### config.mk
export PLATFORM = sky130hd
export DESIGN_NAME = q15_mult_arbiter
export DESIGN_NICKNAME = d
export VERILOG_FILES = /design/src/rtl/q15_pkg.sv /design/src/rtl/rr_arbiter.sv /design/src/rtl/q15_mult_arbiter.sv
export SDC_FILE = /design/constraint.sdc
export NUM_CORES = 1
export LEC_CHECK = 0
export CORE_MARGIN = 10
export CORE_UTILIZATION = 23
export DETAILED_ROUTE_END_ITERATION = 6
export GPL_ROUTABILITY_DRIVEN = 0
export MAX_ROUTING_LAYER = met4
export PLACE_DENSITY_LB_ADDON = 0.25
export SKIP_CTS_REPAIR_TIMING = 1
export SLEW_MARGIN = 20
export SYNTH_ARGS = -nofsm -noshare
export SYNTH_HDL_FRONTEND = slang
export SYNTH_SLANG_ARGS = --single-unit
### constraint.sdc
create_clock -name clk_i -period 4.9 [get_ports clk_i]
set_input_delay 0.98 -clock clk_i [delete_from_list [all_inputs] [get_ports clk_i]]
set_output_delay 0.98 -clock clk_i [all_outputs]
set_load 0.01 [all_outputs]
### src/rtl/q15_pkg.sv
// Shared Q0.15 fixed-point definitions and the product-to-Q0.15 conversion helper.
package q15_pkg;

  localparam int unsigned Q15_W   = 16;
  localparam int unsigned PROD_W  = 32;
  localparam logic [Q15_W-1:0] Q15_MAX = 16'h7FFF;
  localparam logic [Q15_W-1:0] Q15_MIN = 16'h8000;

  typedef struct packed {
    logic             sat;
    logic [Q15_W-1:0] data;
  } q15_res_t;

  // Q1.30 product -> Q0.15: drop 15 LSBs (floor), saturate when the two top bits disagree.
  // A signed 16x16 multiply can only overflow positively (0x8000 * 0x8000).
  function automatic q15_res_t q15_sat_trunc(input logic [PROD_W-1:0] prod);
    q15_res_t res;
    if (prod[PROD_W-1] != prod[PROD_W-2]) begin
      res.sat  = 1'b1;
      res.data = Q15_MAX;
    end else begin
      res.sat  = 1'b0;
      res.data = prod[PROD_W-2 -: Q15_W];
    end
    return res;
  endfunction

endpackage

### src/rtl/rr_arbiter.sv
// Combinational round-robin arbiter: first set request at or above ptr_i, wrapping modulo N.
module rr_arbiter #(
  parameter int unsigned N    = 4,
  parameter int unsigned IdxW = (N > 1) ? $clog2(N) : 1
) (
  input  logic [N-1:0]    req_i,
  input  logic [IdxW-1:0] ptr_i,
  output logic [N-1:0]    gnt_o,
  output logic [IdxW-1:0] gnt_idx_o
);

  logic            w_hi_hit;
  logic [IdxW-1:0] w_hi_idx;
  logic            w_lo_hit;
  logic [IdxW-1:0] w_lo_idx;

  // Scan downward so the last hit is the lowest index; track it both overall and at/above ptr.
  always_comb begin
    w_hi_hit = 1'b0;
    w_hi_idx = '0;
    w_lo_hit = 1'b0;
    w_lo_idx = '0;
    for (int k = int'(N) - 1; k >= 0; k--) begin
      if (req_i[k]) begin
        w_lo_hit = 1'b1;
        w_lo_idx = IdxW'(k);
        if (k >= int'(ptr_i)) begin
          w_hi_hit = 1'b1;
          w_hi_idx = IdxW'(k);
        end
      end
    end
  end

  // Requests at/above the pointer win; otherwise wrap to the lowest requester.
  always_comb begin
    gnt_idx_o = w_hi_hit ? w_hi_idx : w_lo_idx;
    gnt_o     = w_lo_hit ? (N'(1) << gnt_idx_o) : '0;
  end

endmodule

### src/rtl/q15_mult_arbiter.sv
// Round-robin sharing of one pipelined Q0.15 multiplier between N_REQ requesters, with an ID
// shadow pipeline aligned to the multiplier latency and a registered saturating output stage.
module q15_mult_arbiter
  import q15_pkg::*;
#(
  parameter int unsigned N_REQ    = 4,
  parameter int unsigned MULT_LAT = 3,
  parameter int unsigned ID_W     = 2
) (
  input  logic                   clk_i,
  input  logic                   rst_ni,
  input  logic                   en_i,
  input  logic [N_REQ-1:0]       req_valid_i,
  output logic [N_REQ-1:0]       req_ready_o,
  input  logic [Q15_W*N_REQ-1:0] req_a_i,
  input  logic [Q15_W*N_REQ-1:0] req_b_i,
  output logic [Q15_W-1:0]       mul_a_o,
  output logic [Q15_W-1:0]       mul_b_o,
  input  logic [PROD_W-1:0]      mul_p_i,
  output logic                   rsp_valid_o,
  output logic [ID_W-1:0]        rsp_id_o,
  output logic [Q15_W-1:0]       rsp_data_o,
  output logic                   rsp_sat_o,
  output logic [3:0]             inflight_o
);

  localparam int unsigned IdxW  = (N_REQ > 1) ? $clog2(N_REQ) : 1;
  // One extra stage covers the operand register in front of the multiplier.
  localparam int unsigned Depth = MULT_LAT + 1;

  logic [N_REQ-1:0]           w_req_en;
  logic [N_REQ-1:0]           w_gnt;
  logic [IdxW-1:0]            w_gnt_idx;
  logic [IdxW-1:0]            w_ptr_nxt;
  logic                       w_hs;
  logic [Q15_W-1:0]           w_a;
  logic [Q15_W-1:0]           w_b;
  q15_res_t                   w_res;

  logic [IdxW-1:0]            r_ptr;
  logic [Q15_W-1:0]           r_mul_a;
  logic [Q15_W-1:0]           r_mul_b;
  logic [Depth-1:0]           r_sh_vld;
  logic [Depth-1:0][ID_W-1:0] r_sh_id;
  logic                       r_rsp_valid;
  logic [ID_W-1:0]            r_rsp_id;
  logic [Q15_W-1:0]           r_rsp_data;
  logic                       r_rsp_sat;
  logic [3:0]                 r_inflight;

  assign w_req_en = req_valid_i & {N_REQ{en_i}};

  rr_arbiter #(
    .N    (N_REQ),
    .IdxW (IdxW)
  ) u_rr_arbiter (
    .req_i     (w_req_en),
    .ptr_i     (r_ptr),
    .gnt_o     (w_gnt),
    .gnt_idx_o (w_gnt_idx)
  );

  // Grant is only ever raised on a valid requester, so any grant is a handshake.
  assign w_hs        = |w_gnt;
  assign req_ready_o = w_gnt;
  assign w_ptr_nxt   = (w_gnt_idx == IdxW'(N_REQ - 1)) ? '0 : w_gnt_idx + 1'b1;
  assign w_res       = q15_sat_trunc(mul_p_i);

  // Operand mux driven by the one-hot grant.
  always_comb begin
    w_a = '0;
    w_b = '0;
    for (int k = 0; k < int'(N_REQ); k++) begin
      if (w_gnt[k]) begin
        w_a = req_a_i[Q15_W*k +: Q15_W];
        w_b = req_b_i[Q15_W*k +: Q15_W];
      end
    end
  end

  // Round-robin pointer advances past the granted requester.
  always_ff @(posedge clk_i or negedge rst_ni) begin
    if (!rst_ni) begin
      r_ptr <= '0;
    end else if (w_hs) begin
      r_ptr <= w_ptr_nxt;
    end
  end

  // Operand registers load on handshake and otherwise hold.
  always_ff @(posedge clk_i or negedge rst_ni) begin
    if (!rst_ni) begin
      r_mul_a <= '0;
      r_mul_b <= '0;
    end else if (w_hs) begin
      r_mul_a <= w_a;
      r_mul_b <= w_b;
    end
  end

  // Shadow pipeline of {valid, id}, shifting every cycle in step with the multiplier.
  always_ff @(posedge clk_i or negedge rst_ni) begin
    if (!rst_ni) begin
      r_sh_vld <= '0;
      r_sh_id  <= '0;
    end else begin
      r_sh_vld <= {r_sh_vld[Depth-2:0], w_hs};
      r_sh_id  <= {r_sh_id[Depth-2:0], ID_W'(w_gnt_idx)};
    end
  end

  // Registered response: data/id hold between results, sat flag is a pulse.
  always_ff @(posedge clk_i or negedge rst_ni) begin
    if (!rst_ni) begin
      r_rsp_valid <= 1'b0;
      r_rsp_id    <= '0;
      r_rsp_data  <= '0;
      r_rsp_sat   <= 1'b0;
    end else if (r_sh_vld[Depth-1]) begin
      r_rsp_valid <= 1'b1;
      r_rsp_id    <= r_sh_id[Depth-1];
      r_rsp_data  <= w_res.data;
      r_rsp_sat   <= w_res.sat;
    end else begin
      r_rsp_valid <= 1'b0;
      r_rsp_sat   <= 1'b0;
    end
  end

  // Outstanding-operation counter: accepted but not yet returned.
  always_ff @(posedge clk_i or negedge rst_ni) begin
    if (!rst_ni) begin
      r_inflight <= '0;
    end else begin
      unique case ({w_hs, r_rsp_valid})
        2'b10:   r_inflight <= r_inflight + 4'd1;
        2'b01:   r_inflight <= r_inflight - 4'd1;
        default: r_inflight <= r_inflight;
      endcase
    end
  end

  assign mul_a_o     = r_mul_a;
  assign mul_b_o     = r_mul_b;
  assign rsp_valid_o = r_rsp_valid;
  assign rsp_id_o    = r_rsp_id;
  assign rsp_data_o  = r_rsp_data;
  assign rsp_sat_o   = r_rsp_sat;
  assign inflight_o  = r_inflight;

endmodule

-- After elaboration in Yosys (flattened, before gate mapping)
Index checks and enable logic that the tools add are counted.
- output and inout bits: 60
- flip-flop bits (word level): 70
- logic and storage cells: 62
- bits of input ports: 167
- $lt $le $gt $ge: 3
- bitwise operators: 1
- add/sub/neg operators: 3
- reduce and logical (&&, ||, !) cells: 2
- mux-type cells: 35
- equality and inequality tests: 4
- shift operators: 1
- operators with widths (cell ; count):
    two-way mux 16 bit ; 8
    two-way mux 2 bit ; 12
    two-way mux 17 bit ; 1
    two-way mux 1 bit ; 12
    case mux 4 bit (2 select lines) ; 1
    adder 4 x 1 -> 4 bit (second input constant) ; 1
    AND 4 bit ; 1
    == test 2 bit (second input constant) ; 2
    >= comparator 1 x 2 -> 1 bit (first input constant) ; 2
    two-way mux 4 bit ; 1
    OR reduction 4 bit ; 1
    << shifter 1 x 2 -> 4 bit (first input constant) ; 1
    subtractor 4 x 1 -> 4 bit (second input constant) ; 1
    adder 2 x 1 -> 2 bit (second input constant) ; 1
    == test 2 x 1 -> 1 bit (second input constant) ; 1
    >= comparator 2 bit (first input constant) ; 1
    nonzero test 2 bit ; 1
    != test 1 bit ; 1

-- Longest topological paths before layout
Gate-level depths: netlist (run 1).
- depth after elaboration: 15
- mapped depth: 15
- mapped depth without buffers: 13

-- Hierarchy
A second synthesis (run 1) with hierarchy kept.
- cell total of the unflattened synthesis: 404
- area, all modules: 3668.5 um^2
- by module, submodules not included (module ; instances ; cells an instance ; area each (um^2) ; sequential area each (um^2)):
    q15_mult_arbiter ; 1 ; 376 ; 3503.4 ; 1751.7
    rr_arbiter ; 1 ; 28 ; 165.2 ; 0.0

-- Least setup slack after synthesis (run 1)
OpenSTA, ideal clock, no wires.
- path type: input to register
- start: input req_valid_i[0]
- end: register r_inflight[2], in the netlist inflight_o[2]
- setup time: 128 ps
- buffers on the path: 2
- required time: 4772 ps
- stages: 14
- path slack: 1214 ps
- arrival: 3557 ps
- cells stage by stage: nor2b_1 -> o21bai_1 -> a221o_1 -> ha_1 -> buf_2 -> o41ai_4 -> buf_6 -> ha_1 -> xor2_1 -> ha_1 -> a21oi_1 -> xor2_1 -> nor2_1 -> xor2_1
- cells in the longest elaborated chain, start to end: 8
- elaborated cells on any way between the ends: 13
- classes of those cells: 2 x eq/ne; 1 x shift; 7 x mux; 1 x bitwise; 2 x reduce/logical
- ends and longest elaborated chain (element ; line ; source):
    start, declared ; q15_mult_arbiter.sv:13 ; input logic [N_REQ-1:0] req_valid_i,
    AND 4 bit (*) ; q15_mult_arbiter.sv:51 ; assign w_req_en = req_valid_i & {N_REQ{en_i}};
    two-way mux 2 bit or two-way mux 1 bit (tied branches) ; rr_arbiter.sv:24 ; if (req_i[k]) begin
    two-way mux 2 bit ; rr_arbiter.sv:37 ; gnt_idx_o = w_hi_hit ? w_hi_idx : w_lo_idx;
    << shifter 1 x 2 -> 4 bit ; rr_arbiter.sv:38 ; gnt_o = w_lo_hit ? (N'(1) << gnt_idx_o) : '0;
    two-way mux 4 bit (*) ; rr_arbiter.sv:38 ;
    OR reduction 4 bit (*) ; q15_mult_arbiter.sv:64 ; assign w_hs = |w_gnt;
    == test 2 x 1 -> 1 bit or == test 2 bit (tied branches) ; q15_mult_arbiter.sv:135 ; unique case ({w_hs, r_rsp_valid})
    case mux 4 bit (2 select lines) or nonzero test 2 bit (tied branches) ; -- ;
    end signal, assigned ; q15_mult_arbiter.sv:136 ; 2'b10: r_inflight <= r_inflight + 4'd1;
    end signal, assigned ; q15_mult_arbiter.sv:137 ; 2'b01: r_inflight <= r_inflight - 4'd1;
    end signal, assigned ; q15_mult_arbiter.sv:138 ; default: r_inflight <= r_inflight;
    end, declared ; q15_mult_arbiter.sv:49 ; logic [3:0] r_inflight;
Every way passes the cells marked *; elsewhere a longest branch is shown, timed or not.
A chain may end at the register's enable or synchronous reset.

-- Worst setup path after layout (run 1)
- start: input req_valid_i[1]
- end: output req_ready_o[2]
- cells in the longest elaborated chain, start to end: 7
- elaborated cells on any way between the ends: 14
- classes of those cells: 1 x shift; 12 x mux; 1 x bitwise
- ends and longest elaborated chain (element ; line ; source):
    AND 4 bit (*) ; q15_mult_arbiter.sv:51 ;
    two-way mux 2 bit or two-way mux 1 bit (tied branches) ; rr_arbiter.sv:24 ;
    two-way mux 2 bit or two-way mux 1 bit (tied branches) ; rr_arbiter.sv:27 ; if (k >= int'(ptr_i)) begin
    two-way mux 2 bit or two-way mux 1 bit (tied branches) ; rr_arbiter.sv:24 ;
    two-way mux 2 bit ; rr_arbiter.sv:37 ;
    << shifter 1 x 2 -> 4 bit ; rr_arbiter.sv:38 ;
    two-way mux 4 bit (*) ; rr_arbiter.sv:38 ;
    end, declared ; q15_mult_arbiter.sv:14 ; output logic [N_REQ-1:0] req_ready_o,
Marked as above.

==> results.json, run 1 <==
{
  "min_from": "r_sh_vld[0]$_DFF_PN0_",
  "synth-edff-count": 0,
  "cts_tree": "yes",
  "fin_area_um2": 6500,
  "min_path_type": "reg -> reg",
  "pin_count": 227,
  "maxSlewViolCount": 0,
  "fp.dieH_um": 151,
  "cpMostUsedCell": "clkdlybuf4s50_1",
  "yosysTopAreaCellShare_pct": 44.4,
  "postRouteAntennaNets": 0,
  "synthDistinctLibCells": 35,
  "finalSetupTns_ns": 0,
  "grt_remaining_overflow": 0,
  "syn_nets": 607,
  "rsz0062_at_grt": "false",
  "syn_avg_cell_area_um2": 9.13,
  "synth_area_um2": 3950,
  "dr_total_vias": 3972,
  "dpl.hpwl_mm": 11.7,
  "syn2layout_area_growth_pct": 64.9,
  "crit_path_end_kind": "output port",
  "final_cell_mix": "210 x clkdlybuf4s50_1, 94 x nand2_1, 69 x dfrtp_1",
  "synth_ff_type": "dfrtp_1",
  "synth_cells": 432,
  "synthTopCellsByArea": "dfrtp_1 44%, nand2_1 8.9%, a32o_1 8.1%",
  "multiInputGateArea_um2": 2020,
  "ys_seq_area_share_pct": 44.4,
  "drcViolationCount": 0,
  "wl_mm": 15.3,
  "yosys.area.top_type": "dfrtp_1",
  "arrival_ns": 3.69,
  "final_common_cell": "clkdlybuf4s50_1",
  "crit_type": "in -> out",
  "num_rows": 47,
  "cts_buffers": 9,
  "wl_per_cell_um": 18.1,
  "crit_slowest_cell": "ha_1",
  "antenna_cells": 0,
  "max_slew_margin_pct": 39.5,
  "grt_util_all_layers_pct": 13.9,
  "dieArea_um2": 22800,
  "grt_pass1_wl_mm": 23.8,
  "dp_slack_ns": 0.212,
  "yosysWarnings": 0,
  "layout-drive-gt1-share_pct": 6.54,
  "pwr_density_cell_nw_per_um2": 473,
  "die_w_um": 151,
  "final.setup.worst_slack_ns": 0.229,
  "period_share_pct": 95.3,
  "crit_chain": "clkdlybuf4s50_1 > o21ba_2 > nor3_1 > a221o_1 > ha_1 > and2_1 > clkdlybuf4s50_1",
  "clk-insertion-delay-late_ns": 0.33,
  "cts_sinks": 70,
  "cp-start-kind": "primary input",
  "cts_max_path_buffers": 2,
  "async_flop_share_pct": 100,
  "p_leak_uw": 0.00250,
  "final.setup_skew_ns": 0.00648,
  "cp-startpoint": "req_valid_i[1]",
  "core-area_um2": 16700,
  "path_clk_slew_ns": 0.06,
  "worst_path_largest_cell_delay_ns": 0.74,
  "worstPathRequired_ns": 3.92,
  "final_hold_viol_count": 0,
  "nFillCells": 1665,
  "dpl-instance-area_um2": 6230,
  "h-tree-depth": 3,
  "period_needed_ns": 4.67,
  "vdd_drop_max_mv": 0.155,
  "setup_viol": 0,
  "drv_cap": 0,
  "worst_pin_slew_ns": 0.908,
  "status": "finished, final reports clean",
  "start_util_pct": 23.6,
  "drt_iter0_drc": 145,
  "rr_startpoint": "r_ptr[1]$_DFFE_PN0P_",
  "antenna_found_initial": 0,
  "via_per_inst": 4.69,
  "ys_seq_elements": 70,
  "root_buffer": "clkbuf_16",
  "first_global_vias": 4263,
  "seqCellArea_um2": 1750,
  "grt_max_degree": 71,
  "nNetsFinal": 797,
  "clock.fmax_mhz": 214,
  "whs_ns": 0.348,
  "first_pass_iters": 5,
  "path_max_fanout": 17,
  "port_buffers": 211
}
[final timing paths]
check | end | slack (ns) | depth (start not counted)
setup / recovery | req_ready_o[2] | 0.23 | 7
hold / removal | r_sh_vld[1]$_DFF_PN0_ | 0.35 | 0
setup reg to reg | inflight_o[2]$_DFFE_PN0P_ | 1.37 | 11
hold reg to reg | r_sh_vld[1]$_DFF_PN0_ | 0.35 | 0
max in group asynchronous | r_sh_vld[3]$_DFF_PN0_ | 3.50 | 1
min in group asynchronous | rsp_data_o[3]$_DFFE_PN0P_ | 0.77 | 1
[routing by layer]
metal  global-route usage [%]  share of wire (%)  vias to the layer above
li1                         -                  -                     1932
met1                     17.5                 45                     1848
met2                     20.3                 44                      178
met3                     4.83                9.2                       14
met4                     4.52                1.4                        0
met5                        -                  0                        -
[area by class of cell]
type                            instances  share of cell area [%]
Timing Repair Buffer                  220                    33.5
Clock inverter                          4                   0.346
Inverter                                2                   0.115
Multi-Input combinational cell        319                    31.1
Sequential cell                        70                    26.9
Clock buffer                           12                    3.79
Tap cell                              220                    4.23
[metrics by stage]
stage | power, µW | utilization, % | std cells
2_1_floorplan | 1740 | - | 432
3_3_place_gp | 2490 | 37.3 | 831
3_5_place_dp | 2520 | 37.3 | 831
4_1_cts | 3140 | 38.9 | 847
5_1_grt | 3320 | 38.9 | 847
6_report | 3070 | 38.9 | 847
[kinds of logic (layout without fill, tap and decap cells)]
group,after synthesis,after routing,share of synthesized area (%)
simple gates,175,175,20.0
compound gates,123,123,24.8
flops,70,70,44.4
buf+inv,43,238,4.88
fa+ha+maj,8,8,2.54
mux,8,8,2.32
xor+xnor,5,5,1.11
[power by group]
| part | internal, µW | switching, µW |
|---|---|---|
| logic | 818 | 715 |
| registers | 798 | 151 |
| clock network | 354 | 239 |
[registers in the layout, summed over array words and instances (netlist names), 2 cells and up]
| register | count |
|---|---|
| rsp_data_o | 16 |
| r_sh_vld | 4 |
| mul_b_o | 16 |
| inflight_o | 4 |
| r_sh_id | 8 |
| rsp_id_o | 2 |
| r_ptr | 2 |
| mul_a_o | 16 |
[synthesized netlist by cell type (all sizes together), types with 4 or more instances]
cell,instances
a21oi,18
a32o,32
and2,5
buf,18
clkbuf,23
dfrtp,70
ha,8
mux2,6
nand2,94
nor2,33
nor2b,36
o211ai,31
o21ai,4
o31ai,31
xor2,4
[worst max-delay path: cells and delay by family]
kind	cells	cell delay (ns)
buffers and inverters	2	1.04
and+or+nand+nor	2	0.39
adders and majority gates	1	0.74
AOI/OAI and AO/OA	2	0.53
Note: power is estimated with default switching activity, not from simulation.
==> inputs of run 2 (changes only) <==
- PLACE_DENSITY_LB_ADDON: 0.25 -> default
- SKIP_LAST_GASP: default -> 1
- SYNTH_HIERARCHICAL: default -> 1
==> results.json, run 2 <==
{
  "synth_ff_type": "dfrtp_1",
  "grt_util_all_layers_pct": 13.7,
  "clock.fmax_mhz": 243,
  "antenna_cells": 0,
  "syn_avg_cell_area_um2": 9.08,
  "dieArea_um2": 21400,
  "final_hold_viol_count": 0,
  "cp-startpoint": "en_i",
  "h-tree-depth": 3,
  "setup_viol": 0,
  "worst_path_largest_cell_delay_ns": 0.67,
  "start_util_pct": 23.3,
  "drt_iter0_drc": 150,
  "yosysWarnings": 6,
  "crit_type": "in -> out",
  "path_max_fanout": 19,
  "root_buffer": "clkbuf_16",
  "drv_cap": 0,
  "worst_pin_slew_ns": 0.907,
  "dpl.hpwl_mm": 10.8,
  "worstPathRequired_ns": 3.92,
  "synthDistinctLibCells": 34,
  "use_met3_pct": 4.91,
  "ff2ff_setup_slack_ns": 2.06,
  "cpMostUsedCell": "clkdlybuf4s50_1",
  "synthTopCellsByCount": "87 x a21oi_1, 70 x dfrtp_1, 65 x nor2_1",
  "synthTopCellsByArea": "dfrtp_1 48%, a21oi_1 12%, a211o_1 7.6%",
  "status": "finished, final reports clean",
  "first_global_vias": 4087,
  "rr_startpoint": "r_ptr[1]$_DFFE_PN0P_",
  "r2r-end": "mul_b_o[0]$_DFFE_PN0P_",
  "cts_buffers": 9,
  "period_share_pct": 84.1,
  "crit_path_end_kind": "output port",
  "pwr_density_cell_nw_per_um2": 471,
  "pin_count": 227,
  "crit_chain": "clkdlybuf4s50_1 > and2_1 > a21oi_1 > o21ai_1 > a21boi_4 > clkdlybuf4s50_1",
  "dp.cells": 803,
  "synth-edff-count": 0,
  "crit_slowest_cell": "clkdlybuf4s50_1",
  "yosysTopAreaCellShare_pct": 47.7,
  "synth.most_common_cell": "a21oi_1",
  "cts_sinks": 70,
  "max_slew_margin_pct": 39.5,
  "core-area_um2": 15800,
  "postRouteAntennaNets": 0,
  "synth_area_um2": 3670,
  "final_common_cell": "clkdlybuf4s50_1",
  "clk-insertion-delay-late_ns": 0.33,
  "drcViolationCount": 0,
  "synth_cells": 404,
  "cp-start-kind": "primary input",
  "seqCellArea_um2": 1750,
  "ys_seq_area_share_pct": 47.7,
  "p_leak_uw": 0.00258,
  "wl_mm": 14.5,
  "port_buffers": 211,
  "async_flop_share_pct": 100,
  "finalSetupTns_ns": 0,
  "p_total_uw": 2960,
  "fp.dieH_um": 146,
  "die_w_um": 146,
  "layout-drive-gt1-share_pct": 5.48,
  "cts_tree": "yes",
  "final.setup_skew_ns": 0.00510,
  "cts_max_path_buffers": 2,
  "final_cell_mix": "210 x clkdlybuf4s50_1, 87 x a21oi_1, 69 x dfrtp_1",
  "nNetsFinal": 770,
  "syn_nets": 576,
  "via_per_inst": 4.62,
  "grt_use_met1_pct": 16.0,
  "grt-busiest-layer": "met2",
  "grt_pass1_wl_mm": 22.8,
  "vdd_drop_max_mv": 0.198,
  "dr_total_vias": 3779,
  "finalNonFillerCells": 818,
  "reg2regPathDepth": 8,
  "first_pass_iters": 7,
  "rsz0062_at_grt": "false",
  "nFillCells": 1578,
  "path_clk_slew_ns": 0.06,
  "grt_max_degree": 71,
  "wl_per_cell_um": 17.7,
  "yosys.area.top_type": "dfrtp_1",
  "grt_remaining_overflow": 0,
  "min_path_type": "reg -> reg",
  "syn2layout_area_growth_pct": 71.0,
  "maxSlewViolCount": 0,
  "met2_usage_pct": 21.6,
  "period_needed_ns": 4.12,
  "antenna_found_initial": 0,
  "crit_path_end": "req_ready_o[2]",
  "arrival_ns": 3.14,
  "ys_seq_elements": 70,
  "multiInputGateArea_um2": 1650,
  "num_rows": 46
}
==> run 2: routing by layer <==
| metal | vias to the layer above | wire (µm) | part of all wire, % |
|---|---|---|---|
| li1 | 1829 | - | - |
| met1 | 1771 | 6400 | 44 |
| met2 | 169 | 6780 | 47 |
| met3 | 10 | 1110 | 7.7 |
| met4 | 0 | 162 | 1.1 |
| met5 | - | 0 | 0 |
==> run 2: report_power, final <==
part	internal, µW	total, µW	switching (µW)
Sequential	811	983	172
Clock	403	648	244
Combinational	719	1330	607
Total	1930	2960	1020
==> run 2: cell type report <==
cell class	instances	share of cell area (%)
clock inverter	4	0.758
sequential	70	27.9
inverter	36	2.15
timing repair buffer	218	34.7
tap	216	4.31
clock buffer	11	3.87
multi-input combinational	263	26.3
==> run 2: how the worst min path moves through the flow <==
stage	start	depth (start not counted)	slack, ns	to
3_5_place_dp	r_sh_id[3]$_DFF_PN0_	0	0.34	r_sh_id[5]$_DFF_PN0_
2_1_floorplan	r_sh_id[0]$_DFF_PN0_	0	0.33	r_sh_id[2]$_DFF_PN0_
4_1_cts	r_sh_vld[0]$_DFF_PN0_	0	0.35	r_sh_vld[1]$_DFF_PN0_
5_1_grt	r_sh_id[5]$_DFF_PN0_	0	0.36	r_sh_id[7]$_DFF_PN0_
6_report	r_sh_vld[0]$_DFF_PN0_	0	0.35	r_sh_vld[1]$_DFF_PN0_
3_3_place_gp	r_sh_vld[0]$_DFF_PN0_	0	0.33	r_sh_vld[1]$_DFF_PN0_
==> run 2: worst max-delay path, delay by kind of cell <==
kind	cells	cell delay [ns]
buf+inv	2	1.10
simple gates	1	0.24
compound gates	3	0.83
==> run 2: logic make-up after synthesis <==
family / count (synthesis) / synth area share [%]
XOR/XNOR: 5 / 1.19
flip-flops: 70 / 47.7
adder cells (fa/ha/maj): 5 / 1.71
multiplexers: 5 / 1.50
AND/OR/NAND/NOR: 86 / 10.5
buffers and inverters: 71 / 7.98
AO/OA/AOI/OAI: 162 / 29.4
==> run 2: stage by stage <==
step / setup slack [ns] / area, µm² / hold slack [ns] / util, %
global route: 0.625 / 6270 / 0.359 / 39.8
finish: 0.778 / 6270 / 0.345 / 39.8
global placement: 0.813 / 5980 / 0.331 / 37.9
floorplan: 1.39 / 3670 / 0.331 / -
detailed placement: 0.748 / 5980 / 0.336 / 37.9
CTS: 0.740 / 6270 / 0.347 / 39.8
